**config.mk**
```make
export PLATFORM = sky130hd
export DESIGN_NAME = light_row_duel
export DESIGN_NICKNAME = d
export VERILOG_FILES = /design/src/rtl/light_row_duel.sv
export SDC_FILE = /design/constraint.sdc
export NUM_CORES = 1
export LEC_CHECK = 0
export ABC_AREA = 1
export CELL_PAD_IN_SITES_DETAIL_PLACEMENT = 1
export CELL_PAD_IN_SITES_GLOBAL_PLACEMENT = 1
export CORE_ASPECT_RATIO = 0.7
export CORE_MARGIN = 2
export CORE_UTILIZATION = 30
export DETAILED_ROUTE_END_ITERATION = 8
export PLACE_DENSITY = 0.69
export SLEW_MARGIN = 10
export SYNTH_ARGS = -nofsm -noshare
export SYNTH_HDL_FRONTEND = slang
export SYNTH_SLANG_ARGS = --single-unit
```
**constraint.sdc**
```tcl
create_clock -name clock -period 1.7 [get_ports clock]
set_input_delay 0.34 -clock clock [delete_from_list [all_inputs] [get_ports clock]]
set_output_delay 0.34 -clock clock [all_outputs]
set_load 0.05 [all_outputs]
```
**src/rtl/light_row_duel.sv**
```systemverilog
// light_row_duel: tug-of-war cursor on one LED matrix row.
// Two players push a single lit pixel toward their own edge. Pushing it off
// the edge wins the round. The first player to reach the top score locks the
// match until a restart. WRAP=1 turns this into a practice mode where the
// cursor wraps around and nobody wins.
module light_row_duel #(
    parameter int WIDTH       = 16,
    parameter int SCORE_W     = 3,
    parameter int HOLD_CYCLES = 8,
    parameter int SYNC_STAGES = 2,
    parameter int WRAP        = 0
) (
    input  logic               clock,
    input  logic               reset,
    input  logic               lk,
    input  logic               rk,
    input  logic               restart,
    output logic [WIDTH-1:0]   red_row,
    output logic [WIDTH-1:0]   grn_row,
    output logic [SCORE_W-1:0] l_score,
    output logic [SCORE_W-1:0] r_score,
    output logic [1:0]         winner
);

    localparam int PW = $clog2(WIDTH);
    localparam int HW = (HOLD_CYCLES > 1) ? $clog2(HOLD_CYCLES) : 1;

    localparam logic [PW-1:0]      CENTRE    = PW'(WIDTH / 2);
    localparam logic [PW-1:0]      LAST      = PW'(WIDTH - 1);
    localparam logic [HW-1:0]      HOLD_LOAD = HW'(HOLD_CYCLES - 1);
    localparam logic [SCORE_W-1:0] MAX       = '1;
    localparam logic [WIDTH-1:0]   GRN_IDLE  = WIDTH'(1) << CENTRE;

    localparam logic [1:0] S_PLAY = 2'd0;
    localparam logic [1:0] S_HOLD = 2'd1;
    localparam logic [1:0] S_OVER = 2'd2;

    localparam logic [1:0] WIN_NONE = 2'b00;
    localparam logic [1:0] WIN_L    = 2'b01;
    localparam logic [1:0] WIN_R    = 2'b10;

    // Score increment that sticks at the top value instead of wrapping.
    function automatic logic [SCORE_W-1:0] sat_inc(input logic [SCORE_W-1:0] s);
        return (s == MAX) ? MAX : s + SCORE_W'(1);
    endfunction

    // Key bundle ordering inside the synchroniser: {restart, rk, lk}.
    // Index 0 is the newest sample, SYNC_STAGES-1 the settled one.
    logic [SYNC_STAGES-1:0][2:0] key_sync_p0;
    logic [2:0]                  key_prev_p1;
    logic [2:0]                  key_edge;
    logic                        lp;
    logic                        rp;
    logic                        rs;

    logic [1:0]         state,    state_n;
    logic [PW-1:0]      pos,      pos_n;
    logic [HW-1:0]      hold_cnt, hold_cnt_n;
    logic [SCORE_W-1:0] l_n,      r_n;
    logic [1:0]         win_n;
    logic [WIDTH-1:0]   red_n,    grn_n;

    // Synchronise the raw keys and remember the last settled sample.
    always_ff @(posedge clock or negedge reset) begin
        if (!reset) begin
            key_sync_p0 <= '0;
            key_prev_p1 <= '0;
        end else begin
            key_sync_p0 <= {key_sync_p0[SYNC_STAGES-2:0], {restart, rk, lk}};
            key_prev_p1 <= key_sync_p0[SYNC_STAGES-1];
        end
    end

    // --- stage boundary: settled keys -> one-cycle press pulses ---
    assign key_edge = key_sync_p0[SYNC_STAGES-1] & ~key_prev_p1;
    // Simultaneous pushes from both sides cancel out.
    assign lp = key_edge[0] & ~key_edge[1];
    assign rp = key_edge[1] & ~key_edge[0];
    assign rs = key_edge[2];

    // Round/match control: restart first, then per-state behaviour.
    always_comb begin
        state_n    = state;
        pos_n      = pos;
        hold_cnt_n = hold_cnt;
        l_n        = l_score;
        r_n        = r_score;
        win_n      = winner;
        if (rs) begin
            state_n    = S_PLAY;
            pos_n      = CENTRE;
            hold_cnt_n = '0;
            l_n        = '0;
            r_n        = '0;
            win_n      = WIN_NONE;
        end else begin
            case (state)
                S_PLAY: begin
                    if (lp) begin
                        if (pos != LAST) begin
                            pos_n = pos + PW'(1);
                        end else if (WRAP != 0) begin
                            pos_n = '0;
                        end else begin
                            l_n   = sat_inc(l_score);
                            win_n = WIN_L;
                            if (sat_inc(l_score) == MAX) begin
                                state_n = S_OVER;
                            end else begin
                                state_n    = S_HOLD;
                                hold_cnt_n = HOLD_LOAD;
                            end
                        end
                    end else if (rp) begin
                        if (pos != '0) begin
                            pos_n = pos - PW'(1);
                        end else if (WRAP != 0) begin
                            pos_n = LAST;
                        end else begin
                            r_n   = sat_inc(r_score);
                            win_n = WIN_R;
                            if (sat_inc(r_score) == MAX) begin
                                state_n = S_OVER;
                            end else begin
                                state_n    = S_HOLD;
                                hold_cnt_n = HOLD_LOAD;
                            end
                        end
                    end
                end
                S_HOLD: begin
                    if (hold_cnt == '0) begin
                        state_n = S_PLAY;
                        pos_n   = CENTRE;
                        win_n   = WIN_NONE;
                    end else begin
                        hold_cnt_n = hold_cnt - HW'(1);
                    end
                end
                S_OVER: begin
                    state_n = S_OVER;
                end
                default: begin
                    state_n = S_PLAY;
                    pos_n   = CENTRE;
                    win_n   = WIN_NONE;
                end
            endcase
        end
    end

    // Pixel pattern for the upcoming state, so the row register updates
    // on the same edge as the game state it depicts.
    always_comb begin
        red_n = '0;
        grn_n = '0;
        if (state_n == S_PLAY) begin
            grn_n = WIDTH'(1) << pos_n;
        end else if (win_n == WIN_L) begin
            red_n = '1;
        end else begin
            grn_n = '1;
        end
    end

    // --- stage boundary: game state and registered row/score outputs ---
    always_ff @(posedge clock or negedge reset) begin
        if (!reset) begin
            state    <= S_PLAY;
            pos      <= CENTRE;
            hold_cnt <= '0;
            l_score  <= '0;
            r_score  <= '0;
            winner   <= WIN_NONE;
            red_row  <= '0;
            grn_row  <= GRN_IDLE;
        end else begin
            state    <= state_n;
            pos      <= pos_n;
            hold_cnt <= hold_cnt_n;
            l_score  <= l_n;
            r_score  <= r_n;
            winner   <= win_n;
            red_row  <= red_n;
            grn_row  <= grn_n;
        end
    end

endmodule
```
# --- After elaboration in Yosys (flattened, before gate mapping) ---
# Index checks and enable logic that the tools add are counted.
word_totals:
  register_bits: 58
  inputBits: 5
  out_inout_bits: 40
  word_cells: 98
op_classes:
  addsub: 5
  eq_ne: 17
  shift: 1
  n_mux: 47
  bitwise: 6
  reduce_logical: 11
ops:
  columns: ["operator", "n"]
  rows:
  - ["$mux W16", 4]
  - ["$mux W3", 19]
  - ["$mux W2", 14]
  - ["$mux W4", 6]
  - ["$ne A4 B4 Y1 const B", 6]
  - ["$shl A1 B4 Y16 const A", 1]
  - ["$eq A3 B3 Y1 const B", 4]
  - ["$pmux W2 S3", 2]
  - ["$pmux W4 S3", 1]
  - ["$reduce_and A7 Y1", 1]
  - ["$add A3 B1 Y3 const B", 2]
  - ["$ne A2 B2 Y1 const B", 3]
  - ["$pmux W3 S2", 1]
  - ["$reduce_bool A2 Y1", 3]
  - ["$add A4 B1 Y4 const B", 1]
  - ["$eq A2 B1 Y1 const B", 2]
  - ["$logic_not A2 Y1", 2]
  - ["$reduce_and A4 Y1", 1]
  - ["$reduce_bool A4 Y1", 1]
  - ["$sub A4 B1 Y4 const B", 1]
  - ["$and A3 B3 Y3", 1]
  - ["$logic_not A3 Y1", 1]
  - ["$ne A3 B3 Y1 const B", 1]
  - ["$not A3 Y3", 1]
  - ["other kinds (6)", 8]

# --- Logic depth before layout (Yosys ltp) ---
# Gate-level depths: netlist of the first run.
logic_depth:
  word_depth: 11
  mapped_depth: 13
  mapped_depth_nobuf: 13

# --- Least setup slack after synthesis of the first run ---
# No wires, ideal clock.
synth_timing:
  kind: "register -> register"
  start: "reg l_score[0]"
  end: "reg grn_row[12]"
  setup_time_ns: 0.119
  t_arrival_ns: 1.922
  t_required_ns: 1.581
  slack_ns: -0.341
  stages_incl_launch_ff: 12
  n_path_buf: 1
  period_less_slack_ns: 2.041
  path_cell_list: "dfrtp_1 -> ha_1 -> or2_2 -> nand2_1 -> nor2_2 -> nor2_1 -> nand2_1 -> nand2_1 -> nand2_2 -> nand2_2 -> buf_6 -> o21ai_2"
synth_between:
  elab_chain_len: 10
  elab_cells_between_ends: 11
  classes_between: "add/sub (1); eq/ne (2); mux (7); reduce/logical (1)"
synth_lines:
  columns: ["item", "line_no", "text"]
  rows:
  - ["from (decl)", "20", "output logic [SCORE_W-1:0] l_score,"]
  - ["from (signal assigned)", "181", "l_score <= l_n;"]
  - ["$add A3 B1 Y3 or $eq A3 B3 Y1 (tied branches)", "44", "return (s == MAX) ? MAX : s + SCORE_W'(1);"]
  - ["$mux W3 *", "44", null]
  - ["$eq A3 B3 Y1 *", "107", "if (sat_inc(l_score) == MAX) begin"]
  - ["$mux W2 *", "107", null]
  - ["$mux W2 *", "100", "if (pos != LAST) begin"]
  - ["$mux W2 *", "99", "if (lp) begin"]
  - ["$pmux W2 S3 *", "97", "case (state)"]
  - ["$mux W2 *", "89", "if (rs) begin"]
  - ["$logic_not A2 Y1 *", "157", "if (state_n == S_PLAY) begin"]
  - ["$mux W16 *", "157", null]
  - ["named net grn_n[12]", "61", "logic [WIDTH-1:0] red_n, grn_n;"]
  - ["to (signal assigned)", "185", "grn_row <= grn_n;"]
  - ["to (decl)", "19", "output logic [WIDTH-1:0] grn_row,"]
# Mark *: on every way through the listed nets, which the timed path passes. The rest lies on a longest branch.
# A chain may end at the register's enable or synchronous reset.

# --- Final worst setup path of the first run ---
layout_timing:
  start: "reg l_score[1]"
  end: "reg grn_row[0]"
# Same word-level chain as after synthesis.

==> results of run 1 <==
-- repair_timing --
item | in CTS | in global routing
endpoints found under the hold margin | 0 | 0
buffers inserted | 4 | 4
cloned | 0 | 1
pin swaps | 3 | 12
resized for setup | 37 | 42
endpoints found under the setup margin | 23 | 25
-- worst reg2reg max path: cells and delay by family (launching register included) --
kind,cells,cell delay [ns]
buffers and inverters,2,0.18
and+or+nand+nor,7,0.67
AOI/OAI and AO/OA,2,0.22
DFF,1,0.43
adders and majority gates,1,0.27
-- routing by layer --
metal / global-route usage (%) / up-vias
met5: 0 / -
met4: 5.128 / 0
met3: 3.571 / 13
met2: 29.75 / 42
met1: 23.08 / 1059
li1: - / 1028
-- state kept, by name (all words and copies together), names as in the netlist --
name         cells
grn_row         16
key_sync_p0      6
pos              4
hold_cnt         3
key_prev_p1      3
l_score          3
r_score          3
state            2
winner           2
red_row          1
-- worst paths after layout --
kind                                       endpoint  slack [ns]  cells after the start                startpoint
min                            grn_row[0]$_DFF_PN0_       0.007                      2                     reset
max                            grn_row[0]$_DFF_PN0_       -0.14                     12    l_score[1]$_DFFE_PN0P_
max reg2reg                    grn_row[0]$_DFF_PN0_       -0.14                     12    l_score[1]$_DFFE_PN0P_
max in group asynchronous          pos[3]$_DFF_PN1_        1.43                      2                     reset
min reg2reg                key_sync_p0[5]$_DFF_PN0_        0.36                      0  key_sync_p0[2]$_DFF_PN0_
min in group clock         key_sync_p0[5]$_DFF_PN0_        0.36                      0  key_sync_p0[2]$_DFF_PN0_
-- layout by cell type, fill, tap and decap left out, types with 5 or more instances in the layout --
cell type	instances
sky130_fd_sc_hd__nand2_4	7
sky130_fd_sc_hd__nand3_2	8
sky130_fd_sc_hd__nand3_4	5
sky130_fd_sc_hd__buf_4	72
sky130_fd_sc_hd__inv_2	9
sky130_fd_sc_hd__buf_12	23
sky130_fd_sc_hd__o21ai_1	5
sky130_fd_sc_hd__nor2_4	7
sky130_fd_sc_hd__clkbuf_8	5
sky130_fd_sc_hd__nor2_1	15
sky130_fd_sc_hd__nand2_2	16
sky130_fd_sc_hd__nand2_1	52
sky130_fd_sc_hd__inv_1	23
sky130_fd_sc_hd__o21ai_2	9
sky130_fd_sc_hd__nand3_1	13
sky130_fd_sc_hd__dfrtp_1	35
sky130_fd_sc_hd__nor2_2	5
sky130_fd_sc_hd__a21oi_1	7
sky130_fd_sc_hd__dfrtp_2	6
-- cell type report --
| type | count | area (sq um) | share of cell area, % |
|---|---|---|---|
| flip-flops and latches | 43 | 1086 | 29.42 |
| inverters | 34 | 130.1 | 3.525 |
| clock buffers | 6 | 72.57 | 1.966 |
| multi-input cells | 177 | 1231 | 33.36 |
| well taps | 98 | 122.6 | 3.322 |
| repair buffers | 99 | 1036 | 28.07 |
| clock inverters | 2 | 12.51 | 0.3390 |
-- logic make-up after synthesis --
kind of cell	Yosys count	share of synthesized area, %
flip-flops	43	47.68
AO/OA/AOI/OAI	37	9.791
buffers and inverters	52	11.78
AND/OR/NAND/NOR	133	27.43
adder cells (fa/ha/maj)	6	3.318
-- per-stage QoR --
step	area [sq um]	util, %	instances
global placement	3257	44.69	442
finish	3691	50.65	459
floorplan	2297	-	271
detailed placement	3257	44.69	442
CTS	3507	48.13	454
global route	3691	50.65	459
-- power groups by stage --
stage	Sequential (mW)	Clock [mW]	Combinational [mW]
after floorplan	2.12	0	1.06
after global routing	1.54	0.727	3.89
after global placement	1.49	0	2.83
after CTS	1.49	0.672	3.21
after detailed placement	1.50	0	2.90
final	1.50	0.651	3.63
==> load_flow_metrics.sql, run 1 <==
INSERT INTO impl_metrics (metric_group, metric, value, unit) VALUES
('timing', 'hold_viol_final', '0', ''),
('pwr', 'p_leak', '1.816', 'nW'),
('run_status', 'status', 'complete, but fails checks', ''),
('routing', 'route.detailed.wl_per_inst', '15.32', 'microns'),
('die', 'dieHeight', '76.65', 'microns'),
('timing', 'timing_worst_slew_pin_value', '0.3069', 'ns'),
('placement', 'dp_slack', '-0.2385', 'ns'),
('final_layout', 'final.fill_count', '860', ''),
('routing', 'vias', '2142', ''),
('worst_setup_path', 'crit_path_start_kind', 'flip-flop', ''),
('pwr', 'clock_power_share', '11.3', '%'),
('routing', 'drt-vias-per-instance', '4.667', ''),
('synthesis', 'synth-seq-area-share', '47.68', '%'),
('grt', 'grt_pass1_wl', '11.47', 'mm'),
('grt', 'globalRouteOverflowTotal', '0', ''),
('placement', 'numPortBuffers', '44', ''),
('worst_setup_path', 'cp_slowest_cell', 'sky130_fd_sc_hd__dfrtp_2', ''),
('final_layout', 'nets', '371', ''),
('pwr', 'swShare', '47.81', '%'),
('run_status', 'violations_in_the_final_reports', 'setup timing', ''),
('worst_setup_path', 'worst-endpoint-required', '1.93', 'ns'),
('clock_network', 'htree_levels', '2', ''),
('synthesis', 'synth_top_area_share', '45.35', '%'),
('hold_path', 'hp-class', 'in2async', ''),
('pwr', 'share_of_total_power_in_combinational_logic', '62.7', '%'),
('worst_setup_path', 'kind_of_end_point_of_the_critical_path', 'flip-flop', ''),
('die', 'die_area', '8262', 'sq um'),
('synthesis', 'synth_cell_types', '31', ''),
('clock_network', 'ctsLongestPathBuffers', '2', ''),
('die', 'start_util', '31.04', '%'),
('timing', 'fin_worst_skew', '0.005398', 'ns'),
('routing', 'met2WireLength', '3.557', 'mm'),
('timing', 'worst_slack', '-0.1406', 'ns'),
('timing', 'final_max_slew_viol_count', '0', ''),
('worst_setup_path', 'critical_path_class', 'reg2reg', ''),
('synthesis', 'average_cell_area_after_synthesis', '8.347', 'sq um'),
('die', 'placementRows', '26', ''),
('clock_network', 'post_cts_hold_buffer_count', '0', ''),
('routing', 'initial_drc_count', '80', ''),
('final_layout', 'layout-drive-gt1-share', '53.19', '%'),
('timing', 'fin_setup_tns', '-1.875', 'ns'),
('routing', 'highest_layer', 'met4', ''),
('timing', 'slew-limit-headroom', '79.54', '%'),
('synthesis', 'yosys-top-cells-count', '67 x sky130_fd_sc_hd__nand2_1, 41 x sky130_fd_sc_hd__dfrtp_1, 31 x sky130_fd_sc_hd__inv_1', ''),
('routing', 'antenna_violating_nets_post_route', '0', ''),
('grt', 'grt_pass1_vias', '2300', ''),
('routing', 'dr.pass1.iters', '6', ''),
('synthesis', 'synthFlopType', 'sky130_fd_sc_hd__dfrtp_1', ''),
('die', 'die_x', '107.8', 'microns'),
('clock_network', 'clk_pin_slew', '0.08', 'ns'),
('routing', 'wl_met1', '3.100', 'mm'),
('timing', 'time_the_final_worst_path_needs_with_i_o_delays_and_setup', '1.841', 'ns'),
('pwr', 'pwr_density_cell', '1566', 'nW/um^2'),
('die', 'boundaryPins', '45', ''),
('timing', 'final_period_util', '108.3', '%'),
('timing', 'report.final.setup_viol', '19', ''),
('synthesis', 'synth_area_leader', 'sky130_fd_sc_hd__dfrtp_1', ''),
('worst_setup_path', 'critical-path-top-delay-family', 'simple AND/OR/NAND/NOR gates', ''),
('timing', 'rsz0062_at_grt', 'true', ''),
('grt', 'track_usage', '17.71', '%'),
('pwr', 'p_int', '3.017', 'mW'),
('die', 'design.core.area', '7287', 'sq um'),
('worst_setup_path', 'path_common_cell', 'sky130_fd_sc_hd__nand2_2', ''),
('final_layout', 'antennaDiodeCount', '0', ''),
('worst_setup_path', 'worst-path-max-fanout', '5', ''),
('synthesis', 'yosysWarningCount', '0', ''),
('clock_network', 'cts_num_sinks', '43', ''),
('pwr', 'post-layout-total-power', '5.782', 'mW'),
('synthesis', 'synth_enable_flop_cells', '0', ''),
('synthesis', 'post-synth-top-count-cell', 'sky130_fd_sc_hd__nand2_1', ''),
('timing', 'maxClockFrequency', '0.5433', 'GHz');
(Power assumes the default switching activity.)
==> run 2: changes to the inputs <==
Settings changed: CORE_MARGIN 2 to not set.
==> run 2 against run 1 <==
The run still ends with setup timing left. Combinational power is 3% lower. Clock power is 0.9% lower. Register-to-register slack hardly changed. Total power is 1.9% lower. Global-route usage is 0.61 points higher. Highest routed layer unchanged.
==> load_flow_metrics.sql, run 2 (same netlist as run 1, synthesis figures left out) <==
INSERT INTO impl_metrics (metric_group, metric, value, unit) VALUES
('die', 'start_util', '31.04', '%'),
('worst_setup_path', 'ff2ff_setup_slack', '-0.13', 'ns'),
('routing', 'dr.pass1.iters', '4', ''),
('timing', 'hold_viol_final', '0', ''),
('final_layout', 'reg.largest.list', 'grn_row x16, key_sync_p0 x6, pos x4', ''),
('final_layout', 'postLayoutCellArea', '3676', 'sq um'),
('final_layout', 'antennaDiodeCount', '0', ''),
('final_layout', 'max_flop_register', 'grn_row', ''),
('routing', 'met2WireLength', '3.547', 'mm'),
('worst_setup_path', 'rr_endpoint', 'grn_row[11]$_DFF_PN0_', ''),
('clock_network', 'ctsLongestPathBuffers', '2', ''),
('final_layout', 'mostFrequentLayoutCell', 'sky130_fd_sc_hd__buf_4', ''),
('run_status', 'violations_in_the_final_reports', 'setup timing', ''),
('final_layout', 'finish.cell_count_without_fillers', '463', ''),
('routing', 'route.detailed.wl_per_inst', '15.22', 'microns'),
('clock_network', 'cts_num_sinks', '43', ''),
('timing', 'worst_slack', '-0.1279', 'ns'),
('die', 'design.core.area', '7287', 'sq um'),
('clock_network', 'worstSkewPairLatency', '0.30', 'ns'),
('worst_setup_path', 'kind_of_end_point_of_the_critical_path', 'flip-flop', ''),
('clock_network', 'cts_inserted_buffers', '5', ''),
('die', 'die_area', '7897', 'sq um'),
('placement', 'numPortBuffers', '44', ''),
('timing', 'slew-limit-headroom', '75.53', '%'),
('worst_setup_path', 'critical_path_class', 'reg2reg', ''),
('pwr', 'power.ir.vdd_worst', '597.5', 'uV'),
('worst_setup_path', 'worst-path-max-fanout', '5', ''),
('die', 'dieHeight', '74.65', 'microns'),
('clock_network', 'htree_levels', '2', ''),
('job', 'cap_viol_max_count', '0', ''),
('final_layout', 'most-common-layout-cells', '75 x sky130_fd_sc_hd__buf_4, 50 x sky130_fd_sc_hd__nand2_1, 34 x sky130_fd_sc_hd__dfrtp_1', ''),
('final_layout', 'nets', '375', ''),
('routing', 'highest_layer', 'met4', ''),
('placement', 'placedCellCount', '438', ''),
('worst_setup_path', 'worst-endpoint-required', '1.93', 'ns'),
('clock_network', 'cts_root_buffer', 'sky130_fd_sc_hd__clkbuf_8', ''),
('timing', 'timing_worst_slew_pin_value', '0.3671', 'ns'),
('routing', 'route.met3.wl', '212', 'microns'),
('die', 'boundaryPins', '45', ''),
('worst_setup_path', 'crit_path_start', 'l_score[1]$_DFFE_PN0P_', ''),
('clock_network', 'clk_pin_slew', '0.08', 'ns'),
('pwr', 'post-layout-total-power', '5.671', 'mW'),
('final_layout', 'synthesis_to_layout_area_growth', '62.50', '%'),
('final_layout', 'utilization', '50.45', '%'),
('grt', 'track_usage', '18.32', '%'),
('routing', 'drt-vias-per-instance', '4.719', ''),
('routing', 'vias', '2185', ''),
('placement', 'place.gp.congestion', '0.7824', ''),
('timing', 'report.final.setup_viol', '20', ''),
('worst_setup_path', 'reg2reg_from', 'l_score[1]$_DFFE_PN0P_', ''),
('worst_setup_path', 'endpoint', 'grn_row[11]$_DFF_PN0_', ''),
('routing', 'initial_drc_count', '76', ''),
('grt', 'globalRouteOverflowTotal', '0', ''),
('grt', 'grt_pass1_wl', '11.23', 'mm'),
('die', 'die_x', '105.8', 'microns'),
('die', 'placementRows', '26', ''),
('routing', 'wl_met1', '3.168', 'mm'),
('final_layout', 'layout-drive-gt1-share', '53.42', '%'),
('grt', 'grt_pass1_vias', '2256', ''),
('timing', 'fin_worst_skew', '0.005637', 'ns'),
('pwr', 'pwr_density_cell', '1543', 'nW/um^2'),
('hold_path', 'hp-class', 'reg2reg', ''),
('timing', 'rsz0062_at_grt', 'true', ''),
('final_layout', 'largest_register_ff_count', '16', ''),
('hold_path', 'worstHoldPathCells', '0', ''),
('routing', 'wl', '7.047', 'mm'),
('routing', 'antenna_violating_nets_post_route', '0', ''),
('worst_setup_path', 'rr_worst_depth', '12', ''),
('grt', 'grt_antenna_before_repair', '0', ''),
('grt', 'grt_max_degree', '31', ''),
('worst_setup_path', 'cp_data_arrival_time', '2.06', 'ns'),
('timing', 'time_the_final_worst_path_needs_with_i_o_delays_and_setup', '1.828', 'ns'),
('pwr', 'p_leak', '1.802', 'nW'),
('worst_setup_path', 'crit_path_start_kind', 'flip-flop', ''),
('run_status', 'status', 'complete, but fails checks', ''),
('placement', 'place_area', '3202', 'sq um'),
('placement', 'detailed_place_hpwl', '4.792', 'mm'),
('timing', 'maxClockFrequency', '0.5471', 'GHz'),
('clock_network', 'clock_tree_from_tritoncts', 'done', ''),
('timing', 'fin_worst_hold_slack', '0.3521', 'ns'),
('timing', 'final_period_util', '107.5', '%'),
('timing', 'final_max_slew_viol_count', '0', ''),
('routing', 'drc', '0', '');
==> run 2: cell count changes in the layout (fill, tap and decap cells not counted), moves of 2 or more <==
cell	previous run	this run
sky130_fd_sc_hd__nand2_1	52	50
sky130_fd_sc_hd__nand2_2	16	18
sky130_fd_sc_hd__o21ai_1	5	10
sky130_fd_sc_hd__inv_1	23	21
sky130_fd_sc_hd__o21ai_2	9	4
sky130_fd_sc_hd__buf_12	23	21
sky130_fd_sc_hd__inv_2	9	11
sky130_fd_sc_hd__buf_6	0	2
sky130_fd_sc_hd__buf_4	72	75
==> run 2: worst min-delay path by stage <==
stage | end | slack, ns | from
finish | key_sync_p0[3]$_DFF_PN0_ | 0.35 | key_sync_p0[0]$_DFF_PN0_
global route | key_sync_p0[4]$_DFF_PN0_ | 0.36 | key_sync_p0[1]$_DFF_PN0_
CTS | key_sync_p0[3]$_DFF_PN0_ | 0.36 | key_sync_p0[0]$_DFF_PN0_
detailed placement | red_row[14]$_DFF_PN0_ | 0.27 | reset
global placement | red_row[14]$_DFF_PN0_ | 0.27 | reset
floorplan | grn_row[0]$_DFF_PN0_ | 0.04 | reset
==> run 2: metrics by stage <==
| step | setup slack (ns) | TNS (ns) |
|---|---|---|
| finish | -0.1279 | -2.064 |
| global route | -0.2507 | -4.654 |
| CTS | -0.1108 | -1.625 |
| detailed placement | -0.2885 | -4.189 |
| global placement | -0.1610 | -1.934 |
| floorplan | -0.1015 | -1.046 |
==> run 2: area by class of cell <==
cell class	count	area, sq um
inverters	34	130.1
repair buffers	103	1051
clock inverters	2	12.51
flip-flops and latches	43	1087
fillers	853	3611
well taps	98	122.6
multi-input cells	177	1200
clock buffers	6	72.57
==> run 2: metal layers <==
metal  global-route usage [%]  vias to the layer above
met1                    23.06                     1098
met5                        0                        -
met2                    31.88                       36
met3                    3.896                       13
li1                         -                     1038
met4                    6.481                        0
==> run 2: timing repair <==
action                                  CTS  global route
buffers inserted                          6             9
endpoints found under the hold margin    11             0
gates resized for setup                  32            47
cloned                                    1             0
endpoints found under the setup margin   23            30
hold buffers                              1             0
pin swaps                                 9            23
==> run 2: worst max-delay path, stage by stage, from the launching register on <==
cell	delay (ns)
sky130_fd_sc_hd__dfrtp_2	0.43
sky130_fd_sc_hd__ha_4	0.28
sky130_fd_sc_hd__inv_2	0.03
sky130_fd_sc_hd__o21ai_1	0.11
sky130_fd_sc_hd__nand2_1	0.10
sky130_fd_sc_hd__nor2_2	0.15
sky130_fd_sc_hd__nor2_2	0.05
sky130_fd_sc_hd__nand2_2	0.08
sky130_fd_sc_hd__nand2_2	0.08
sky130_fd_sc_hd__nand2_4	0.13
sky130_fd_sc_hd__nand3_4	0.11
sky130_fd_sc_hd__buf_6	0.14
sky130_fd_sc_hd__o21ai_2	0.09
==> run 2: where the power goes <==
| part | switching [mW] | total (mW) | internal (mW) | leakage (nW) |
|---|---|---|---|---|
| logic | 2.15 | 3.51 | 1.36 | 1.23 |
| clock network | 0.358 | 0.645 | 0.287 | 0.0412 |
| registers | 0.191 | 1.52 | 1.33 | 0.535 |
| total | 2.70 | 5.67 | 2.97 | 1.80 |
==> patch, RTL diff (config.mk and constraints of run 1) <==
The parameter `WRAP` goes from 0 to 1.
--- a/src/rtl/light_row_duel.sv
+++ b/src/rtl/light_row_duel.sv
@@ -10,3 +10,3 @@
     parameter int SYNC_STAGES = 2,
-    parameter int WRAP        = 0
+    parameter int WRAP        = 1
 ) (
Formal check against the unedited RTL: no difference found for any inputs over 10 cycles, from zero or initial values and one cycle with reset low; that may be too few to reach the edited logic, so the function may still have changed.
==> patch against run 1 <==
Sequential cell count fell by 6; wire length fell by 27%; cell area fell by 23%; critical path depth fell by 1; setup slack improved by 0.10 ns; the flow still finishes with violations (negative setup slack); global-route usage fell by 3.5 points; synthesized area fell by 20%.
Power is not compared: it rests on default switching activity, and its combinational part moved more than twofold at a synthesized area within 25%.
==> patch: results (changes against run 1) <==
slowest_stage: "dfrtp_1"  # was dfrtp_2
synth-seq-area-share: 0.514  # was 0.477
violations: "negative setup slack"  # unchanged
finish.net_count: 284  # was 371
worst_slack_ns: -0.0372  # was -0.141 ns
grt_use_total: 0.142  # was 0.177
routabilityCongestion: 0.864  # was 0.788
synth.area.top_cells: "dfrtp_1 (49%), nand2_1 (14%), buf_4 (9.1%)"  # was dfrtp_1 (45%), nand2_1 (11%), inv_1 (5.1%)
r2r_end: "grn_row[14]"  # was grn_row[0]
dp_hpwl_mm: 3.38  # was 4.63 mm
reg2regPathDepth: 11  # was 12
synth_cell_type_count: 19  # was 31
grt_first_pass_wirelength_mm: 7.34  # was 11.5 mm
io_buffer_count: 38  # was 44
outcome: "finished with violations"  # unchanged
critPathLaunch: "pos[1]"  # was l_score[1]
post-place-ws_ns: -0.107  # was -0.239 ns
dpl_cell_area_mm2: 0.00240  # was 0.00326 mm²
fillers: 671  # was 860
drive_above_1_share: 0.478  # was 0.532
grt_max_degree: 38  # was 44
firstDrtPassIters: 4  # was 6
drt-total-wl_mm: 5.11  # was 7.03 mm
first_global_vias: 1489  # was 2300
setup_viol: 6  # was 19
skew_ns: 0.00797  # was 0.00540 ns
crit_arrival_ns: 1.95  # was 2.07 ns
seqCellArea_um2: 930  # was 0.00109 mm²
dr.first_iter.drc_count: 50  # was 80
patch: changes by cell type in the layout (fill, tap and decap cells not counted), sizes merged, moves of 4 or more:
| cell | before | now |
|---|---|---|
| a21oi | 11 | 7 |
| buf | 96 | 60 |
| o21ai | 19 | 9 |
| nor2 | 27 | 23 |
| nand3 | 26 | 16 |
| nand2 | 76 | 71 |
| conb | 0 | 6 |
| dfrtp | 41 | 35 |
| inv | 33 | 28 |
patch: power by group through the flow:
stage | Clock (mW) | Sequential [mW] | Combinational [mW]
final | 0.634 | 1.03 | 0.937
after global routing | 0.688 | 1.04 | 1.01
after CTS | 0.655 | 1.02 | 0.727
after detailed placement | 0 | 1.03 | 0.680
after global placement | 0 | 1.03 | 0.673
after floorplan | 0 | 1.16 | 0.277
patch: logic make-up (layout without fill, tap and decap cells):
| logic type | count (synthesis) | in the layout | synth area share |
|---|---|---|---|
| simple gates | 110 | 111 | 0.246 |
| buf+inv | 50 | 99 | 0.150 |
| flops | 37 | 37 | 0.514 |
| compound gates | 19 | 19 | 0.0603 |
| fa+ha+maj | 4 | 4 | 0.0277 |
| other cells | 1 | 6 | 0.00208 |
patch: area by class of cell:
cell class,instances,share of cell area
repair buffers,63,0.250
inverters,28,0.0372
clock buffers,8,0.0318
flip-flops and latches,37,0.329
well taps,75,0.0332
multi-input cells,140,0.319
patch: metrics by stage:
| step | instances | TNS [ns] |
|---|---|---|
| 6_report | 351 | -0.109 |
| 5_1_grt | 351 | -1.91 |
| 4_1_cts | 345 | 0 |
| 3_5_place_dp | 335 | -0.660 |
| 3_3_place_gp | 335 | -0.134 |
| 2_1_floorplan | 226 | 0 |
patch: routing by layer:
| layer | part of all wire | GRT usage |
|---|---|---|
| met4 | 0.012 | 0.0475 |
| met3 | 0.044 | 0.0383 |
| met5 | 0 | 0 |
| met2 | 0.47 | 0.222 |
| met1 | 0.47 | 0.193 |
patch: timing repair:
item                                   CTS  global route
pin swaps                                2            18
resized for setup                       15            69
cloned                                   0             1
setup buffers                            2             5
setup endpoints to repair               12            18
endpoints found under the hold margin    0             0
patch: worst min path at each step:
stage,endpoint,slack [ns],start,depth (start not counted)
3_5_place_dp,key_sync_p0[5],0.34,key_sync_p0[2],0
4_1_cts,grn_row[1],0.1,reset,2
5_1_grt,state[0],0.14,reset,2
6_report,grn_row[1],0.09,reset,2
2_1_floorplan,grn_row[0],0.04,reset,0
3_3_place_gp,key_sync_p0[3],0.33,key_sync_p0[0],0
